==> src/rtl/draw_sequencer_if.sv <==
// Drawer-client and VGA plot bundle between draw_sequencer (master) and the
// drawers / VGA adapter side (slave).
interface draw_sequencer_if #(
    parameter int N_CLIENTS = 4
) ();
    logic [N_CLIENTS-1:0]   client_start;
    logic [N_CLIENTS-1:0]   client_done;
    logic [9*N_CLIENTS-1:0] client_x;
    logic [8*N_CLIENTS-1:0] client_y;
    logic [3*N_CLIENTS-1:0] client_colour;
    logic [N_CLIENTS-1:0]   client_plot;
    logic [8:0]             vga_x;
    logic [7:0]             vga_y;
    logic [2:0]             vga_colour;
    logic                   vga_plot;

    modport master (
        output client_start, vga_x, vga_y, vga_colour, vga_plot,
        input  client_done, client_x, client_y, client_colour, client_plot
    );

    modport slave (
        input  client_start, vga_x, vga_y, vga_colour, vga_plot,
        output client_done, client_x, client_y, client_colour, client_plot
    );
endinterface

==> src/rtl/draw_sequencer.sv <==
// Runs enabled drawer clients one at a time over a level start/done handshake and
// forwards the active client's on-screen pixels as a registered plot stream.
module draw_sequencer #(
    parameter int N_CLIENTS = 4,
    parameter int TIMEOUT   = 200000,
    parameter int X_MAX     = 320,
    parameter int Y_MAX     = 240,
    localparam int IDX_W    = (N_CLIENTS > 1) ? $clog2(N_CLIENTS) : 1
) (
    input  logic                 clk,
    input  logic                 rst_n,
    input  logic                 req,
    input  logic [N_CLIENTS-1:0] en_mask,
    draw_sequencer_if.master     bus,
    output logic [IDX_W-1:0]     cur_idx,
    output logic                 done,
    output logic                 timeout_err
);
    localparam int TMR_W = $clog2(TIMEOUT + 1);
    localparam logic [IDX_W-1:0] LAST_IDX = IDX_W'(N_CLIENTS - 1);
    localparam logic [TMR_W-1:0] TMR_LAST = TMR_W'(TIMEOUT - 1);

    typedef enum logic [2:0] {
        ST_IDLE, ST_SELECT, ST_RUN, ST_RELEASE, ST_DONE
    } state_t;

    state_t               state_q, state_d;
    logic [IDX_W-1:0]     idx_q, idx_d;
    logic [N_CLIENTS-1:0] mask_q, mask_d;
    logic [TMR_W-1:0]     timer_q, timer_d;
    logic                 terr_q, terr_d;
    logic [8:0]           vga_x_q, vga_x_d;
    logic [7:0]           vga_y_q, vga_y_d;
    logic [2:0]           vga_col_q, vga_col_d;
    logic                 vga_plot_q, vga_plot_d;

    logic [8:0] sel_x;
    logic [7:0] sel_y;
    logic [2:0] sel_col;
    logic       sel_plot;
    logic       sel_done;

    function automatic logic on_screen(input logic [8:0] x, input logic [7:0] y);
        return (int'(x) < X_MAX) && (int'(y) < Y_MAX);
    endfunction

    always_comb begin
        sel_x    = bus.client_x[9*idx_q +: 9];
        sel_y    = bus.client_y[8*idx_q +: 8];
        sel_col  = bus.client_colour[3*idx_q +: 3];
        sel_plot = bus.client_plot[idx_q];
        sel_done = bus.client_done[idx_q];
    end

    always_comb begin
        state_d = state_q;
        idx_d   = idx_q;
        mask_d  = mask_q;
        timer_d = timer_q;
        terr_d  = terr_q;
        // Dropping req overrides every state, including a pending timeout.
        if (!req) begin
            state_d = ST_IDLE;
        end else begin
            case (state_q)
                ST_IDLE: begin
                    mask_d  = en_mask;
                    idx_d   = '0;
                    terr_d  = 1'b0;
                    state_d = ST_SELECT;
                end
                ST_SELECT: begin
                    if (mask_q[idx_q]) begin
                        timer_d = '0;
                        state_d = ST_RUN;
                    end else if (idx_q == LAST_IDX) begin
                        state_d = ST_DONE;
                    end else begin
                        idx_d = idx_q + IDX_W'(1);
                    end
                end
                ST_RUN: begin
                    timer_d = timer_q + TMR_W'(1);
                    if (sel_done) begin
                        state_d = ST_RELEASE;
                    end else if (timer_q == TMR_LAST) begin
                        terr_d  = 1'b1;
                        state_d = ST_RELEASE;
                    end
                end
                ST_RELEASE: begin
                    if (idx_q == LAST_IDX) begin
                        state_d = ST_DONE;
                    end else begin
                        idx_d   = idx_q + IDX_W'(1);
                        state_d = ST_SELECT;
                    end
                end
                default: state_d = state_q;
            endcase
        end
    end

    // Pixel path: one register stage, coordinates hold between plots.
    always_comb begin
        vga_plot_d = req && (state_q == ST_RUN) && sel_plot && on_screen(sel_x, sel_y);
        vga_x_d    = vga_plot_d ? sel_x   : vga_x_q;
        vga_y_d    = vga_plot_d ? sel_y   : vga_y_q;
        vga_col_d  = vga_plot_d ? sel_col : vga_col_q;
    end

    always_ff @(posedge clk or negedge rst_n) begin
        if (!rst_n) begin
            state_q    <= ST_IDLE;
            idx_q      <= '0;
            mask_q     <= '0;
            timer_q    <= '0;
            terr_q     <= 1'b0;
            vga_x_q    <= '0;
            vga_y_q    <= '0;
            vga_col_q  <= '0;
            vga_plot_q <= 1'b0;
        end else begin
            state_q    <= state_d;
            idx_q      <= idx_d;
            mask_q     <= mask_d;
            timer_q    <= timer_d;
            terr_q     <= terr_d;
            vga_x_q    <= vga_x_d;
            vga_y_q    <= vga_y_d;
            vga_col_q  <= vga_col_d;
            vga_plot_q <= vga_plot_d;
        end
    end

    always_comb begin
        bus.client_start = '0;
        if (state_q == ST_RUN) begin
            bus.client_start[idx_q] = 1'b1;
        end
    end

    assign done           = (state_q == ST_DONE);
    assign cur_idx        = idx_q;
    assign timeout_err    = terr_q;
    assign bus.vga_x      = vga_x_q;
    assign bus.vga_y      = vga_y_q;
    assign bus.vga_colour = vga_col_q;
    assign bus.vga_plot   = vga_plot_q;
endmodule

==> src/flat_wrapper.sv <==
// flat-port wrapper written by rule: the top's interface ports become plain ports
module draw_sequencer_flat 
#(
    parameter int N_CLIENTS = 4,
    parameter int TIMEOUT   = 200000,
    parameter int X_MAX     = 320,
    parameter int Y_MAX     = 240,
    localparam int IDX_W    = (N_CLIENTS > 1) ? $clog2(N_CLIENTS) : 1
)
  (clk, rst_n, req, en_mask, cur_idx, done, timeout_err, bus_client_start, bus_vga_x, bus_vga_y, bus_vga_colour, bus_vga_plot, bus_client_done, bus_client_x, bus_client_y, bus_client_colour, bus_client_plot);
  draw_sequencer_if #(.N_CLIENTS(N_CLIENTS)) bus_i ();
  input  logic clk;
  input  logic rst_n;
  input  logic req;
  input  logic [N_CLIENTS-1:0] en_mask;
  output logic [IDX_W-1:0] cur_idx;
  output logic done;
  output logic timeout_err;
  output wire logic [$bits(bus_i.client_start)-1:0] bus_client_start;
  output wire logic [$bits(bus_i.vga_x)-1:0] bus_vga_x;
  output wire logic [$bits(bus_i.vga_y)-1:0] bus_vga_y;
  output wire logic [$bits(bus_i.vga_colour)-1:0] bus_vga_colour;
  output wire logic [$bits(bus_i.vga_plot)-1:0] bus_vga_plot;
  input wire logic [$bits(bus_i.client_done)-1:0] bus_client_done;
  input wire logic [$bits(bus_i.client_x)-1:0] bus_client_x;
  input wire logic [$bits(bus_i.client_y)-1:0] bus_client_y;
  input wire logic [$bits(bus_i.client_colour)-1:0] bus_client_colour;
  input wire logic [$bits(bus_i.client_plot)-1:0] bus_client_plot;
  assign bus_client_start = bus_i.client_start;
  assign bus_vga_x = bus_i.vga_x;
  assign bus_vga_y = bus_i.vga_y;
  assign bus_vga_colour = bus_i.vga_colour;
  assign bus_vga_plot = bus_i.vga_plot;
  assign bus_i.client_done = bus_client_done;
  assign bus_i.client_x = bus_client_x;
  assign bus_i.client_y = bus_client_y;
  assign bus_i.client_colour = bus_client_colour;
  assign bus_i.client_plot = bus_client_plot;
  draw_sequencer #(.N_CLIENTS(N_CLIENTS), .TIMEOUT(TIMEOUT), .X_MAX(X_MAX), .Y_MAX(Y_MAX)) u_core (.clk(clk), .rst_n(rst_n), .req(req), .en_mask(en_mask), .bus(bus_i), .cur_idx(cur_idx), .done(done), .timeout_err(timeout_err));
endmodule
==> config.mk <==
export PLATFORM = sky130hd
export DESIGN_NAME = draw_sequencer_flat
export DESIGN_NICKNAME = d
export VERILOG_FILES = /design/src/rtl/draw_sequencer_if.sv /design/src/rtl/draw_sequencer.sv /design/src/flat_wrapper.sv
export SDC_FILE = /design/constraint.sdc
export NUM_CORES = 1
export LEC_CHECK = 0
export CAP_MARGIN = 20
export CORE_ASPECT_RATIO = 1.1
export CORE_MARGIN = 5
export CORE_UTILIZATION = 43
export CTS_BUF_LIST = sky130_fd_sc_hd__clkbuf_16
export CTS_CLUSTER_SIZE = 14
export DETAILED_ROUTE_END_ITERATION = 6
export GPL_TIMING_DRIVEN = 0
export HOLD_SLACK_MARGIN = 0.06
export PLACE_DENSITY_LB_ADDON = 0.25
export SYNTH_ARGS = -nofsm -noshare
export SYNTH_HDL_FRONTEND = slang
export SYNTH_SLANG_ARGS = --single-unit
==> constraint.sdc <==
create_clock -name clk -period 2.8 [get_ports clk]
set_input_delay 0.7 -clock clk [delete_from_list [all_inputs] [get_ports clk]]
set_output_delay 0.7 -clock clk [all_outputs]
set_load 0.01 [all_outputs]
==> impl_results.md, run 1 <==
- Status: finished, final reports clean
- Pins over their slew limit: 0
- Final hold violations: 0
- Hold crit path type: in2async
- Max incr delay on CP: 0.55 ns
- Maxcap violations: 0
- Endpoints failing setup: 0
- Worst-case clock skew: 0.0126 ns
- Drt total wl: 8260 microns
- CTS Hold Bufs: 0
- Antenna Violating Nets Remaining: 0
- Sink Count: 49
- Most common cell after layout, fill and taps aside: clkdlybuf4s50_1
- Met2 WL: 4390 microns
- CTS Buf Count: 5
- Layout area overhead: 52.3%
- Peak supply drop: 438 uV
- Inserted Diodes: 0
- Critical Path, Cell by Cell: clkbuf_1 > nand2b_1 > nor2_2 > and2_1 > clkdlybuf4s50_1
- Yosys top cell by area: dfrtp_1
- CP Capture Type: primary output
- I/O Buffers: 123
- Total gr overflow: 0
- Most frequent cells in the layout: clkdlybuf4s50_1 (122), dfrtp_1 (48), mux4_2 (22)
- Root Driver: clkbuf_16
- Routed WL per cell: 17.7 microns
- CP startpoint: u_core.state_q[0]
- Share of post-route cells with drive strength above 1: 0.194
- Via count: 2601
- Die Span Y: 97.5 microns
- Post-synth top area share: 0.410
- Lkg Pwr: 1.89 nW
- RR Endpoint: u_core.cur_idx[0]
- Total iterations of the first detailed-routing run: 4
- DR DRC count: 0
- Tot GR Track Use: 0.195
- Worst EP required: 2.10 ns
- Initial antenna violation count: 0
- Slew @ Worst Pin: 0.700 ns
- Core area: 6890 sq um
- Synth area leaders: dfrtp_1 (41%), mux4_2 (17%), mux2_4 (9.0%)
- First-pass GRT wire length: 13200 microns
- Final Core Density: 0.662
- Area of the multi-input gates: 1670 sq um
- Die footprint: 8730 sq um
- 1st-iter DRT viols: 156
- Nets: 481
- Die Wd: 89.6 microns
- Register area share after synthesis: 0.410
- FF-to-FF Start: u_core.cur_idx[0]
- Setup TNS: 0 ns
- Post-DP HPWL: 6520 microns
- Metal1 wirelength: 3100 microns
- Startpoint types: register
- Syn nets: 347
- Cell Pwr Density: 757 nW/um^2
- Worst R2R Setup Slack: 0.51 ns
- Slowest cell on the critical path: clkdlybuf4s50_1
- Final min period: 2.69 ns
- Clock tree buffer depth: 2
- GPL Wtd Cong: 0.873
- Starting Density: 0.435
- Crit path arrival time: 1.99 ns
- Distinct cell type count after synthesis: 45
- Worst-Skew Late Latency: 0.29 ns
- Critical path peak fanout: 10
- CTS tree: yes
- Num rows: 32
- IO Pins: 124
- Register area: 1230 sq um
- Flops & latches, synth: 49
- Syn Area/Cell: 12.1 sq um
- Fin crit share: 0.960
- Largest net degree at the start of global routing: 38
- Post-DR vias/cell: 5.57
- Cell count after synthesis: 247
- Max transition margin: 0.530
- Clk slew on worst S/H paths: 0.08 ns
- Reg2Reg Depth: 6
- Setup CP Type: reg2out
- Met3 layer wire length in the routed design: 541 microns
- Ys Warns: 0
- Highest metal used: met4
- H-tree levels: 2
- Synth Cell Area: 2990 sq um
- Fmax: 0.372 GHz
- RSZ-0062 raised after global routing: no
- Vias in the first global route: 2720
- Fillers: 549
worst max path at each step:
stage | end | slack (ns) | cells past startpoint
final | bus_client_start[2] | 0.11 | 5
after global routing | bus_client_start[0] | 0.03 | 6
after CTS | bus_client_start[2] | 0.003 | 6
after detailed placement | bus_client_start[0] | -0.34 | 7
after global placement | u_core.bus.vga_y[1] | -0.40 | 1
after floorplan | bus_client_start[1] | 0.51 | 6
Yosys cell counts (all sizes together):
cell type / count
dfrtp: 49
mux2: 24
mux4: 22
nand2: 21
o21ai: 17
nand3: 12
nor2: 11
a21oi: 9
buf: 8
nand4: 8
and2: 7
inv: 6
clkbuf: 5
ha: 5
mux2i: 5
o31ai: 5
a31oi: 4
nor3: 4
and3: 3
o41ai: 3
a41oi: 2
and4: 2
nand2b: 2
nor4: 2
a22o: 1
a32o: 1
and4bb: 1
nand4bb: 1
nor2b: 1
nor3b: 1
nor4b: 1
nor4bb: 1
o211ai: 1
o311ai: 1
xnor2: 1
cell families after synthesis:
logic type	Yosys count	synth area share
and+or+nand+nor	78	0.140
muxes	51	0.295
DFF	49	0.410
AOI/OAI and AO/OA	44	0.0970
buffers and inverters	19	0.0351
adders and majority gates	5	0.0209
xor gates and xnor gates	1	0.00293
metal layers:
metal	global-route usage	vias to the layer above
met3	0.0458	16
met2	0.345	100
li1	-	1217
met5	0	-
met4	0.0641	0
met1	0.224	1268
report_power, final:
group | total, W | switching (W) | internal (W) | leakage [nW]
registers | 0.00107 | 0.000159 | 0.000915 | 0.654
clock network | 0.000635 | 0.000292 | 0.000343 | 0.0763
logic | 0.00174 | 0.000704 | 0.00104 | 1.16
registers in the layout (all words and copies together), names as in the netlist:
| signal | count |
|---|---|
| u_core.bus.vga_plot | 1 |
| u_core.state_q | 3 |
| u_core.mask_q | 4 |
| u_core.cur_idx | 2 |
| u_core.bus.vga_colour | 3 |
| u_core.timeout_err | 1 |
| u_core.timer_q | 18 |
| u_core.bus.vga_x | 9 |
| u_core.bus.vga_y | 8 |
worst max-delay path, delay by kind of cell, from the launching register on:
family	cells	cell delay (ns)
flops	1	0.40
buf+inv	2	0.77
simple gates	3	0.52
repair_timing:
item	in CTS	in global routing
hold endpoints to repair	0	0
resized for setup	5	4
buffers inserted	0	5
setup endpoints to repair	3	3
area by class of cell:
| type | instances | share of cell area |
|---|---|---|
| well taps | 85 | 0.0233 |
| plain buffers | 11 | 0.0220 |
| multi-input cells | 179 | 0.365 |
| clock inverters | 3 | 0.00631 |
| repair buffers | 129 | 0.282 |
| flip-flops and latches | 49 | 0.269 |
| inverters | 6 | 0.00494 |
| clock buffers | 5 | 0.0274 |
stage by stage:
step	total power, W	cells	cell area, sq um	worst slack, ns	hold slack [ns]
finish	0.00345	467	4560	0.112	0.296
global route	0.00366	467	4560	0.0329	0.321
CTS	0.00342	462	4510	0.00255	0.309
detailed placement	0.00276	456	4350	-0.342	0.466
global placement	0.00272	455	4330	-0.401	0.455
floorplan	0.00206	247	2990	0.512	0.404
Note: power is estimated with default switching activity, not from simulation.
==> run 2, diff against run 1 <==
- RECOVER_POWER: default -> 50
==> run 2 against run 1 <==
Routed wire length about the same. Hold slack improved by 0.13 ns. Die area unchanged. Largest cell class unchanged.
==> impl_results.md, run 2 (same netlist as run 1, synthesis figures left out) <==
- Nets: 481 (unchanged)
- Placed cells: 456 (unchanged)
- IO Pins: 124 (unchanged)
- Via count: 2608 (+0.27%)
- H-tree levels: 2 (unchanged)
- Worst EP required: 2.10 ns (about the same)
- Die footprint: 8730 sq um (unchanged)
- Die Span Y: 97.5 microns (unchanged)
- Clk slew on worst S/H paths: 0.08 ns (about the same)
- I/O Buffers: 123 (unchanged)
- Tot GR Track Use: 0.195 (unchanged)
- FF-to-FF Start: u_core.cur_idx[0]
- Setup CP Type: reg2out
- Fin worst setup slack: 0.117 ns (+0.00573 ns)
- Final Core Density: 0.660 (-0.00236)
- Endpoints failing setup: 0 (unchanged)
- Pwr Total: 0.00341 W (-1.1%)
- Initial antenna violation count: 0 (unchanged)
- RSZ-0062 raised after global routing: no
- Critical path peak fanout: 10 (unchanged)
- Maxcap violations: 0 (unchanged)
- Root Driver: clkbuf_16
- Sink Count: 49 (unchanged)
- Share of post-route cells with drive strength above 1: 0.191 (-0.00262)
- Num rows: 32 (unchanged)
- Vias in the first global route: 2720 (unchanged)
- Worst R2R Setup Slack: 0.51 ns (about the same)
- Crit path arrival time: 1.98 ns (about the same)
- M3 GR Usage: 0.0458 (unchanged)
- CTS Buf Count: 5 (unchanged)
- Met1 track demand over resource: 0.224 (unchanged)
- CTS tree: yes
- Lkg Pwr: 1.92 nW (+1.7%)
- Cell Pwr Density: 751 nW/um^2 (-0.77%)
- Antenna Violating Nets Remaining: 0 (unchanged)
- CP Capture Type: primary output
- Clock tree buffer depth: 2 (unchanged)
- Max transition margin: 0.374 (-0.156)
- Final min period: 2.68 ns (-0.00573 ns)
- Largest reg by FF count: u_core.timer_q
- Hold crit path type: in2async
- Starting Density: 0.435 (unchanged)
- Layout area overhead: 51.7%
- Startpoint types: register
- Peak supply drop: 438 uV (about the same)
- Inserted Diodes: 0 (unchanged)
- Met2 Use GR: 0.345 (unchanged)
- DP Worst Slack: -0.342 ns (unchanged)
- Total gr overflow: 0 (unchanged)
- 1st-iter DRT viols: 156 (unchanged)
- Final hold violations: 0 (unchanged)
- Worst-case clock skew: 0.0125 ns (-0.0000550 ns)
- Hold slack final: 0.431 ns (+0.134 ns)
- Most common cell after layout, fill and taps aside: clkdlybuf4s50_1
- Most frequent cells in the layout: clkdlybuf4s50_1 (108), dfrtp_1 (48), mux4_2 (22)
- Core area: 6890 sq um (unchanged)
- Final std cells w/o fill: 467 (unchanged)
- Largest net degree at the start of global routing: 38 (unchanged)
- Post-DR vias/cell: 5.58 (+0.27%)
- Number of flip-flops in the largest register: 18 (unchanged)
- Routed WL per cell: 17.7 microns (about the same)
- Die Wd: 89.6 microns (unchanged)
- Pins over their slew limit: 0 (unchanged)
- Status: finished, final reports clean
- Fmax: 0.373 GHz (+0.21%)
- Slew @ Worst Pin: 0.939 ns (+0.239 ns)
- DR DRC count: 0 (unchanged)
- Worst-Skew Late Latency: 0.29 ns (about the same)
- Fin crit share: 0.958 (-0.00205)
- First-pass GRT wire length: 13200 microns (unchanged)
- Reg2Reg Depth: 6 (unchanged)
- CP startpoint: u_core.state_q[0]
- GPL Wtd Cong: 0.873 (unchanged)
- Post-DP HPWL: 6520 microns (unchanged)
- Total iterations of the first detailed-routing run: 4 (unchanged)
- Gr busiest metal: met2
- Drt total wl: 8250 microns (about the same)
- RR Endpoint: u_core.cur_idx[0]
-- run 2: cell types whose count changed in the layout (fill, tap and decap cells not counted) --
cell             delta
clkdlybuf4s50_1    -14
dlygate4sd3_1      +14
clkbuf_2            +1
clkbuf_1            +1
buf_12              -1
buf_2               -1
-- run 2: critical path: stages, from the launching register on --
cell	delay [ns]
dfrtp_1	0.40
clkbuf_1	0.22
nand2b_1	0.22
nor2_2	0.14
and2_1	0.15
clkdlybuf4s50_1	0.55
-- run 2: cell type report --
cell class / instances / area [sq um]
Sequential cell: 49 / 1230
Inverter: 6 / 22.5
Buffer: 11 / 100
Timing Repair Buffer: 129 / 1270
Clock inverter: 3 / 28.8
Tap cell: 85 / 106
Multi-Input combinational cell: 179 / 1670
Fill cell: 552 / 2340
Clock buffer: 5 / 125
-- run 2: metrics by stage --
| stage | instance area [sq um] | setup TNS [ns] |
|---|---|---|
| 2_1_floorplan | 2990 | 0 |
| 3_3_place_gp | 4330 | -20.07 |
| 3_5_place_dp | 4350 | -0.687 |
| 4_1_cts | 4510 | 0 |
| 5_1_grt | 4540 | 0 |
| 6_report | 4540 | 0 |
-- run 2: repair_timing --
action / 4_1_cts / 5_1_grt
endpoints found under the setup margin: 3 / 3
hold buffers: 0 / 0
resized for setup: 5 / 4
buffers inserted: 0 / 5
-- run 2: metal layers --
metal / wire (microns) / share of wire / up-vias
li1: - / - / 1221
met1: 3080 / 0.37 / 1260
met2: 4390 / 0.53 / 111
met3: 556 / 0.067 / 16
met4: 223 / 0.027 / 0
met5: 0 / 0 / -
-- run 2: how the worst max path moves through the flow --
stage / end / slack (ns) / cells after the start
5_1_grt: bus_client_start[0] / 0.03 / 6
2_1_floorplan: bus_client_start[1] / 0.51 / 6
3_5_place_dp: bus_client_start[0] / -0.34 / 7
3_3_place_gp: u_core.bus.vga_y[1] / -0.40 / 1
6_report: bus_client_start[2] / 0.12 / 5
4_1_cts: bus_client_start[2] / 0.003 / 6
-- run 2: power breakdown --
part | switching [W] | total [W] | internal, W
Clock | 0.000292 | 0.000635 | 0.000343
Combinational | 0.000703 | 0.00171 | 0.00100
Sequential | 0.000155 | 0.00107 | 0.000915
==> run 3, diff against run 2 <==
- CORE_UTILIZATION: 43 -> 50
- DONT_BUFFER_PORTS: default -> 1
==> run 3 against run 2 <==
Setup slack better by 0.077 ns. Critical path depth stayed put. Global-route usage is 0.41 points lower. Largest cell class unchanged.
==> impl_results.md, run 3 (same netlist as run 1, synthesis figures left out) <==
- Layout area overhead: 8.65%
- Worst-Skew Late Latency: 0.29 ns (about the same)
- Clk pwr share: 0.235 (+0.049)
- Tot GR Track Use: 0.191 (-0.00414)
- Max transition margin: 0.515 (+0.141)
- Clock tree buffer depth: 2 (unchanged)
- Final hold violations: 0 (unchanged)
- Total iterations of the first detailed-routing run: 5 (+1)
- Switch share: 0.343 (+0.00574)
- Setup TNS: 0 ns (unchanged)
- Comb power frac: 0.372 (-0.128)
- Maxcap violations: 0 (unchanged)
- CTS Buf Count: 5 (unchanged)
- 1st-iter DRT viols: 149 (-4.5%)
- Lkg Pwr: 1.38 nW (-28%)
- I/O Buffers: 0 (-100%)
- IO Pins: 124 (unchanged)
- Core area: 5810 sq um (-16%)
- Inserted Diodes: 0 (unchanged)
- Antenna Violating Nets Remaining: 0 (unchanged)
- DP Area: 3090 sq um (-29%)
- Fmax: 0.384 GHz (+3.0%)
- Via count: 2072 (-21%)
- Initial antenna violation count: 0 (unchanged)
- Die Span Y: 91.2 microns (-6.5%)
- Setup CP Type: reg2out
- Number of flip-flops in the largest register: 18 (unchanged)
- Die footprint: 7640 sq um (-13%)
- Pwr Total: 0.00296 W (-13%)
- Largest net degree at the start of global routing: 50 (+32%)
- Critical path depth: 5 (unchanged)
- Post_cts resized: 0 (-5)
- CTS Hold Bufs: 0 (unchanged)
- Post-CTS setup buffer count: 0 (unchanged)
- Clk slew on worst S/H paths: 0.07 ns (about the same)
- Hold crit path type: in2async
- Critical Path, Cell by Cell: buf_2 > buf_2 > inv_1 > ha_1 > and2_1
- Num rows: 29 (-9.4%)
- Largest reg by FF count: u_core.timer_q
- Sink Count: 49 (unchanged)
- Fin crit share: 0.931 (-0.0275)
- Max incr delay on CP: 0.46 ns (-0.09 ns)
- Critical path peak fanout: 19 (+9)
- Cell Pwr Density: 910 nW/um^2 (+21%)
- Delay-heaviest family, CP: buffers and inverters
- First-pass GRT wire length: 11700 microns (-11%)
- Startpoint types: register
- Worst path bufs/invs: 3 (+1)
- Share of post-route cells with drive strength above 1: 0.257 (+0.0658)
- Drt total wl: 7100 microns (-14%)
- Starting Density: 0.516 (+0.0810)
- Reg2Reg Depth: 7 (+1)
- H-tree levels: 2 (unchanged)
- Most common cell after layout, fill and taps aside: dfrtp_1
- DR DRC count: 0 (unchanged)
- Die Wd: 83.8 microns (-6.5%)
- Endpoints failing setup: 0 (unchanged)
- Vias in the first global route: 2296 (-16%)
- CTS tree: yes
- Peak supply drop: 578 uV (+32%)
- Register share of total power: 0.394 (+0.080)
- Total gr overflow: 0 (unchanged)
- Nets: 352 (-27%)
- Root Driver: clkbuf_16
- Worst EP required: 2.10 ns (about the same)
- Final min period: 2.61 ns (-0.0770 ns)
- Worst-case clock skew: 0.00825 ns (-0.00427 ns)
- Post-DP HPWL: 5560 microns (-15%)
- Internal power: 0.00194 W (-14%)
- Pins over their slew limit: 0 (unchanged)
- Slowest cell on the critical path: dfrtp_1
- Crit path arrival time: 1.91 ns (-0.07 ns)
- CP dominant cell by count: buf_2
- Post-DR vias/cell: 6.28 (+12%)
- Routed WL per cell: 21.5 microns (+22%)
- Fin area: 3250 sq um (-28%)
- Most frequent cells in the layout: dfrtp_1 (49), mux4_2 (22), nand2_1 (21)
- GPL Wtd Cong: 0.802 (-8.1%)
- Switch Pwr: 0.00101 W (-12%)
- Slew @ Worst Pin: 0.722 ns (-0.217 ns)
- CP Capture Type: primary output
- Status: finished, final reports clean
- RSZ-0062 raised after global routing: no
run 3: changes by cell type in the layout (fill, tap and decap cells not counted), sizes merged:
cell / change
buf: -5
bufinv: +1
clkbuf: -2
clkdlybuf4s50: -108
clkinvlp: +1
dlygate4sd3: -14
inv: -2
run 3: power groups by stage:
| stage | logic (W) | clock network [W] | registers (W) |
|---|---|---|---|
| 6_report | 0.00110 | 0.000695 | 0.00116 |
| 5_1_grt | 0.00122 | 0.000735 | 0.00119 |
| 4_1_cts | 0.00111 | 0.000706 | 0.00117 |
| 3_5_place_dp | 0.00111 | 0 | 0.00118 |
| 3_3_place_gp | 0.00108 | 0 | 0.00117 |
| 2_1_floorplan | 0.000953 | 0 | 0.00111 |
run 3: path summary, 6_finish.rpt:
| check | startpoint | endpoint | slack (ns) |
|---|---|---|---|
| setup / recovery | u_core.cur_idx[1] | bus_client_start[0] | 0.19 |
| hold reg to reg | u_core.timer_q[17] | u_core.timer_q[17] | 0.47 |
| max in group asynchronous | rst_n | u_core.bus.vga_plot | 2.60 |
| min in group clk | u_core.timer_q[17] | u_core.timer_q[17] | 0.47 |
| hold / removal | rst_n | u_core.timer_q[2] | 0.1 |
| setup reg to reg | u_core.cur_idx[1] | u_core.bus.vga_x[5] | 0.34 |
run 3: final cells by class:
| cell class | count | area (sq um) |
|---|---|---|
| Fill cell | 479 | 2550 |
| Multi-Input combinational cell | 179 | 1660 |
| Sequential cell | 49 | 1230 |
| Clock buffer | 5 | 125 |
| Tap cell | 77 | 96.3 |
| Buffer | 11 | 73.8 |
| Clock inverter | 3 | 46.3 |
| Inverter | 6 | 22.5 |
run 3: layer usage:
metal	routed length, microns	track usage	vias up
met5	0	0	-
met4	115	0.0617	0
met3	588	0.0552	10
met2	3740	0.335	101
met1	2650	0.225	1002
li1	-	-	959
run 3: per-stage QoR:
step	setup slack [ns]	instances	hold slack, ns	util
final	0.194	330	0.0968	0.560
after global routing	0.0960	330	0.0869	0.560
after CTS	0.0917	331	0.0952	0.561
after detailed placement	0.179	324	0.406	0.532
after global placement	0.220	324	0.406	0.532
after floorplan	0.512	247	0.404	-
